==> src/rtl/fetch_unit.sv <==
// Instruction-fetch stage with IF/ID register: one outstanding imem request,
// a one-entry skid buffer for responses that arrive while decode is stalled.
module fetch_unit #(
  parameter logic [31:0] RESET_PC  = 32'h0000_0000,
  parameter logic [31:0] NOP_INSTR = 32'h0000_0013
) (
  input  logic        clk,
  input  logic        rst_n,
  output logic        imem_req,
  output logic [31:0] imem_addr,
  input  logic        imem_gnt,
  input  logic        imem_rvalid,
  input  logic [31:0] imem_rdata,
  input  logic        stall_i,
  input  logic        redirect_i,
  input  logic [31:0] redirect_pc_i,
  output logic [31:0] instr_o,
  output logic [31:0] pc_o,
  output logic [31:0] pc_plus4_o,
  output logic        instr_valid_o
);

  typedef enum logic [1:0] {ST_REQ, ST_WAIT, ST_FULL} state_t;

  state_t      r_state;
  logic [31:0] r_pc;
  logic [31:0] r_inflight_pc;
  logic        r_kill;
  logic [31:0] r_buf_instr;
  logic [31:0] r_buf_pc;
  logic [31:0] r_instr;
  logic [31:0] r_pc_o;
  logic        r_valid;

  logic        w_slot_free;
  logic [31:0] w_redirect_pc;

  assign w_slot_free   = !r_valid || !stall_i;
  assign w_redirect_pc = redirect_pc_i & ~32'h3;

  assign imem_req      = rst_n && (r_state == ST_REQ);
  assign imem_addr     = r_pc;
  assign instr_o       = r_instr;
  assign pc_o          = r_pc_o;
  assign pc_plus4_o    = r_pc_o + 32'd4;
  assign instr_valid_o = r_valid;

  always_ff @(posedge clk or negedge rst_n) begin
    if (!rst_n) begin
      r_state       <= ST_REQ;
      r_pc          <= RESET_PC;
      r_inflight_pc <= RESET_PC;
      r_kill        <= 1'b0;
      r_buf_instr   <= NOP_INSTR;
      r_buf_pc      <= 32'h0;
      r_instr       <= NOP_INSTR;
      r_pc_o        <= 32'h0;
      r_valid       <= 1'b0;
    end else if (redirect_i) begin
      // Redirect flushes IF/ID and the skid buffer; an in-flight fetch is killed.
      r_pc    <= w_redirect_pc;
      r_valid <= 1'b0;
      r_instr <= NOP_INSTR;
      case (r_state)
        ST_REQ: begin
          if (imem_gnt) begin
            r_inflight_pc <= r_pc;
            r_kill        <= 1'b1;
            r_state       <= ST_WAIT;
          end
        end
        ST_WAIT: begin
          if (imem_rvalid) begin
            r_kill  <= 1'b0;
            r_state <= ST_REQ;
          end else begin
            r_kill <= 1'b1;
          end
        end
        default: r_state <= ST_REQ;
      endcase
    end else begin
      if (!stall_i) begin
        r_valid <= 1'b0;
        r_instr <= NOP_INSTR;
      end
      case (r_state)
        ST_REQ: begin
          if (imem_gnt) begin
            r_inflight_pc <= r_pc;
            r_pc          <= r_pc + 32'd4;
            r_state       <= ST_WAIT;
          end
        end
        ST_WAIT: begin
          if (imem_rvalid) begin
            if (r_kill) begin
              r_kill  <= 1'b0;
              r_state <= ST_REQ;
            end else if (w_slot_free) begin
              r_instr <= imem_rdata;
              r_pc_o  <= r_inflight_pc;
              r_valid <= 1'b1;
              r_state <= ST_REQ;
            end else begin
              r_buf_instr <= imem_rdata;
              r_buf_pc    <= r_inflight_pc;
              r_state     <= ST_FULL;
            end
          end
        end
        default: begin
          if (!stall_i) begin
            r_instr <= r_buf_instr;
            r_pc_o  <= r_buf_pc;
            r_valid <= 1'b1;
            r_state <= ST_REQ;
          end
        end
      endcase
    end
  end

endmodule
==> config.mk <==
export PLATFORM = sky130hd
export DESIGN_NAME = fetch_unit
export DESIGN_NICKNAME = d
export VERILOG_FILES = /design/src/rtl/fetch_unit.sv
export SDC_FILE = /design/constraint.sdc
export NUM_CORES = 1
export LEC_CHECK = 0
export ABC_AREA = 1
export BUFFER_PORTS_ARGS = -buffer_cell sky130_fd_sc_hd__buf_2
export CAP_MARGIN = 5
export CORE_MARGIN = 5
export CORE_UTILIZATION = 40
export CTS_CLUSTER_SIZE = 25
export DETAILED_ROUTE_END_ITERATION = 8
export SLEW_MARGIN = 20
export SYNTH_ARGS = -nofsm -noshare
export SYNTH_HDL_FRONTEND = slang
export SYNTH_SLANG_ARGS = --single-unit
==> constraint.sdc <==
create_clock -name clk -period 2.1 [get_ports clk]
set_clock_uncertainty 0.2 [all_clocks]
set_input_delay 0.42 -clock clk [delete_from_list [all_inputs] [get_ports clk]]
set_output_delay 0.42 -clock clk [all_outputs]
set_load 0.05 [all_outputs]
# --- Word level (Yosys, flattened, before mapping) ---
# Cells that the tools add are included.
# W data, S select, Z words.
totals:
  regBits: 196
  latchBits: 0
  ramBits: 0
  romBits: 0
  in_bits: 70
  out_inout_bits: 130
  elab_cells: 75
  n_memories: 0
classes:
  n_addsub: 2
  multipliers: 0
  div: 0
  order_cmp: 0
  eq_ne: 7
  n_shift: 0
  mux: 37
  bitwise_logic: 4
  reduce_logical: 16
ops:
  columns: ["cell", "count"]
  rows:
  - ["$mux W32", 13]
  - ["$pmux W32 S2", 2]
  - ["$add A32 B3 Y32 const B", 2]
  - ["$mux W2", 7]
  - ["$mux W1", 11]
  - ["$reduce_bool A2 Y1", 5]
  - ["$pmux W2 S2", 2]
  - ["$ne A2 B2 Y1 const B", 3]
  - ["$reduce_and A2 Y1", 3]
  - ["$reduce_and A6 Y1", 1]
  - ["$reduce_and A5 Y1", 1]
  - ["$ne A4 B1 Y1 const B", 1]
  - ["$not A1 Y1", 4]
  - ["$pmux W1 S2", 2]
  - ["$reduce_and A4 Y1", 1]
  - ["$ne A3 B3 Y1 const B", 1]
  - ["$eq A2 B1 Y1 const B", 1]
  - ["$logic_not A1 Y1", 2]
  - ["$logic_not A2 Y1", 1]
  - ["$ne A2 B1 Y1 const B", 1]
  - ["$logic_and A1 B1 Y1", 1]
  - ["$logic_or A1 B1 Y1", 1]

# --- Longest topological paths before layout ---
depth:
  ltp_word: 7
  mapped_depth: 10
  mapped_depth_nobuf: 10

# --- Worst setup path before layout ---
# Ideal clock, no wire load.
synth_path:
  path_kind: "reg-to-output"
  from: "reg r_pc_o[3], in the netlist pc_o[3]"
  to: "out pc_plus4_o[18]"
  t_arrival_ns: 2.472
  required_time_ns: 1.480
  path_slack_ns: -0.992
  stages_incl_launch_ff: 7
  n_path_buf: 0
  cell_sequence: "dfrtp_1 > ha_1 > inv_1 > nor3_1 > nand2_1 > nor2_1 > xor2_1"
synth_via:
  elab_chain_len: 1
synth_lines:
  columns: ["item", "line", "text"]
  rows:
  - ["start, declared", "32", "logic [31:0] r_pc_o;"]
  - ["start signal, assigned", "102", "r_pc_o <= r_inflight_pc;"]
  - ["start signal, assigned", "115", "r_pc_o <= r_buf_pc;"]
  - ["$add A32 B3 Y32", "45", "assign pc_plus4_o = r_pc_o + 32'd4;"]
  - ["end, declared", "19", "output logic [31:0] pc_plus4_o,"]
# No other way between the ends.

# --- Worst setup path in the final report ---
# Same ends and word-level chain as after synthesis.

==> impl_metrics.py <==
metrics = {
    "floorplanning": {
        "core.rowCount": 59,
        "die-area_mm2": 0.0295,
        "core_area_mm2": 0.0259,
        "initial_core_util_pct": 40.3,
        "die_h_um": 172,
        "ios": 200,
        "die_w_um": 172,
    },
    "routing": {
        "first_iter_violations": 618,
        "wl_per_cell_um": 15.2,
        "drc_errors": 0,
        "drt_wl_total_um": 30700,
        "ant_nets": 0,
        "viasPerCell": 4.84,
        "drtPass1Iterations": 5,
        "via_count": 9810,
    },
    "sta": {
        "max_freq_mhz": 398,
        "fin_crit_sh_pct": 120,
        "grt_setup_unrepaired": "true",
        "drv_slew": 0,
        "period_needed_ns": 2.51,
        "setup_violations": 28,
        "fin_setup_tns_ns": -8.41,
        "fin_ws_ns": -0.414,
        "hold_viol": 0,
    },
    "global_route": {
        "grt_pass1_vias": 9411,
        "grt_pass1_wl_um": 49200,
        "grt_usage_pct": 20.7,
        "grt_max_degree": 80,
        "gr-total-overflow": 0,
        "antenna_found_initial": 0,
    },
    "clocking": {
        "numCtsBuffers": 17,
        "cts_max_level": 4,
        "clockBufferDepth": 2,
        "clk_latency_ns": 0.43,
        "cts_root_buf": "clkbuf_16",
        "cts_tree": "done",
        "clkTransAtPathRegs_ns": 0.07,
        "clock-sinks": 188,
    },
    "worst_setup_path": {
        "reg2reg_from": "imem_addr[2]",
        "cp.arrival_ns": 1.89,
        "r2r_slack_ns": 0.20,
        "start_kind": "flip-flop",
        "ff2ff_path_depth": 9,
        "end_kind": "output port",
        "cp_max_fo": 4,
        "critPathRequiredTime_ns": 1.48,
        "reg2reg_to": "imem_addr[14]",
        "crit_type": "flip-flop to output port",
    },
    "run_status": {
        "violations": "setup timing",
        "outcome": "finished with violations",
    },
    "yosys": {
        "synth_edf_count": 0,
        "seq_area_frac_synth_pct": 45.1,
        "synth_async_sr_flop_share_pct": 100,
        "ys.flop_type": "dfrtp_1",
        "ys_ff_latch": 188,
        "netlist_instances": 1422,
        "yosys.area.top_type": "dfrtp_1",
        "synth_cell_types": 37,
        "synth_top_area_share_pct": 43.6,
        "synth_commonest_cells": "nand2_1 (494), o21ai_0 (197), dfrtp_1 (182), inv_1 (165), nor2_1 (90)",
        "synthTopCellsByArea": "dfrtp_1 (44%), nand2_1 (18%), o21ai_0 (9.4%), inv_1 (5.9%), mux2_4 (3.9%)",
        "syn_avg_cell_area_um2": 7.35,
        "yosysWarnings": 0,
        "synth.most_common_cell": "nand2_1",
        "syn_area_mm2": 0.0105,
    },
    "place": {
        "place_area_mm2": 0.0128,
        "io_buffers": 191,
        "hpwl_um": 22100,
        "gp_congestion": 0.970,
        "dp.cells": 1975,
    },
    "layout": {
        "n_fill_cell": 2426,
        "finalNonFillerCells": 2027,
        "seqCellArea_mm2": 0.00476,
        "fin_nets": 1751,
        "antenna_cells": 0,
        "multi_input_area_mm2": 0.00552,
        "drive_gt1_share_pct": 30.2,
        "final_cell_area_mm2": 0.0141,
        "area_growth_pct": 35.2,
    },
    "min_path": {
        "hold_class": "input port to flip-flop",
        "worstHoldStart": "redirect_pc_i[6]",
        "min_path_cells": 3,
        "hold_end": "imem_addr[6]",
    },
    "pwr": {
        "power.density_mw_per_mm2": 926,
        "p_leak_nw": 7.02,
        "ir_worst_vdd_uv": 995,
    },
    "flow_run": {
        "cap_violations": 0,
    },
}
-- flip-flops by register name, summed over array words and instances (netlist names) --
register,count
r_kill,1
pc_o,30
r_state,2
r_buf_pc,30
imem_addr,30
r_inflight_pc,30
instr_o,32
r_buf_instr,32
instr_valid_o,1
-- through the flow --
step	setup WS, ns	total power (W)	utilization [%]	hold WS, ns
final	-0.414	0.0131	54.5	0.0279
after global routing	-0.510	0.0138	54.5	0.0156
after floorplan	-0.206	0.00782	-	-0.0756
after detailed placement	-0.108	0.00938	49.3	0.211
after global placement	-0.0880	0.00933	49.3	0.216
after CTS	-0.423	0.0131	53.8	0.0147
-- worst max-delay path, cell delays in order (launching register included) --
cell and delay [ns]:
dfrtp_2 0.43, ha_4 0.16, inv_4 0.04, nor3_4 0.17
buf_6 0.15, nand2_4 0.06, nor2_4 0.13, xor2_4 0.15
buf_6 0.17
-- timing repair --
| item | 4_1_cts | 5_1_grt |
|---|---|---|
| buffers inserted | 13 | 7 |
| endpoints found under the setup margin | 29 | 29 |
| endpoints found under the hold margin | 7 | 0 |
| pin swaps | 25 | 34 |
| resized for setup | 136 | 46 |
| hold buffers | 3 | 0 |
-- layout make-up --
class / count / share of cell area, %
inverters: 170 / 4.60
well taps: 335 / 2.97
multi-input cells: 1001 / 39.1
clock buffers: 19 / 3.13
flip-flops and latches: 188 / 33.7
repair buffers: 301 / 15.6
clock inverters: 13 / 0.921
-- metal layers --
layer	wire length (um)	vias up	global-route usage (%)
li1	-	4981	-
met1	15000	4539	30.6
met2	13900	256	31.9
met3	1360	34	2.83
met4	508	0	5.72
met5	0	-	0
-- power by group --
group          internal, W  switching [W]
logic              0.00169        0.00357
clock network      0.00170        0.00149
registers          0.00413       0.000500
-- placed cells by master, fill, tap and decap left out, types with 8 or more instances in the layout --
cell       instances
dfrtp_1          156
o21ai_0          197
nor2_1            63
dfrtp_2           20
nand2_2           29
inv_1            158
xor2_1             9
a21oi_1           34
nor2_4            16
nand2_1          449
mux2_4            27
buf_4             80
o21ai_1            9
clkbuf_16         17
o211ai_1           9
nand2_4           16
xor2_4            13
buf_2            160
nand3_1           62
buf_8              8
buf_12            11
nor2_2            12
buf_6             37
-- cells by family after synthesis --
family          synth area share, %
flops                          45.1
mux                            3.88
fa+ha+maj                     0.239
simple gates                   26.0
other cells                  0.0359
compound gates                 13.1
xor+xnor                       2.18
buf+inv                        9.49
-- how the worst max path moves through the flow --
stage                endpoint    start  slack (ns)
6_report       pc_plus4_o[18]  pc_o[3]       -0.41
4_1_cts        pc_plus4_o[14]  pc_o[3]       -0.42
3_3_place_gp   pc_plus4_o[11]  pc_o[3]       -0.09
2_1_floorplan  pc_plus4_o[18]  pc_o[2]       -0.21
5_1_grt        pc_plus4_o[18]  pc_o[3]       -0.51
3_5_place_dp   pc_plus4_o[11]  pc_o[3]       -0.11
Power figures use the tool's default switching activity.
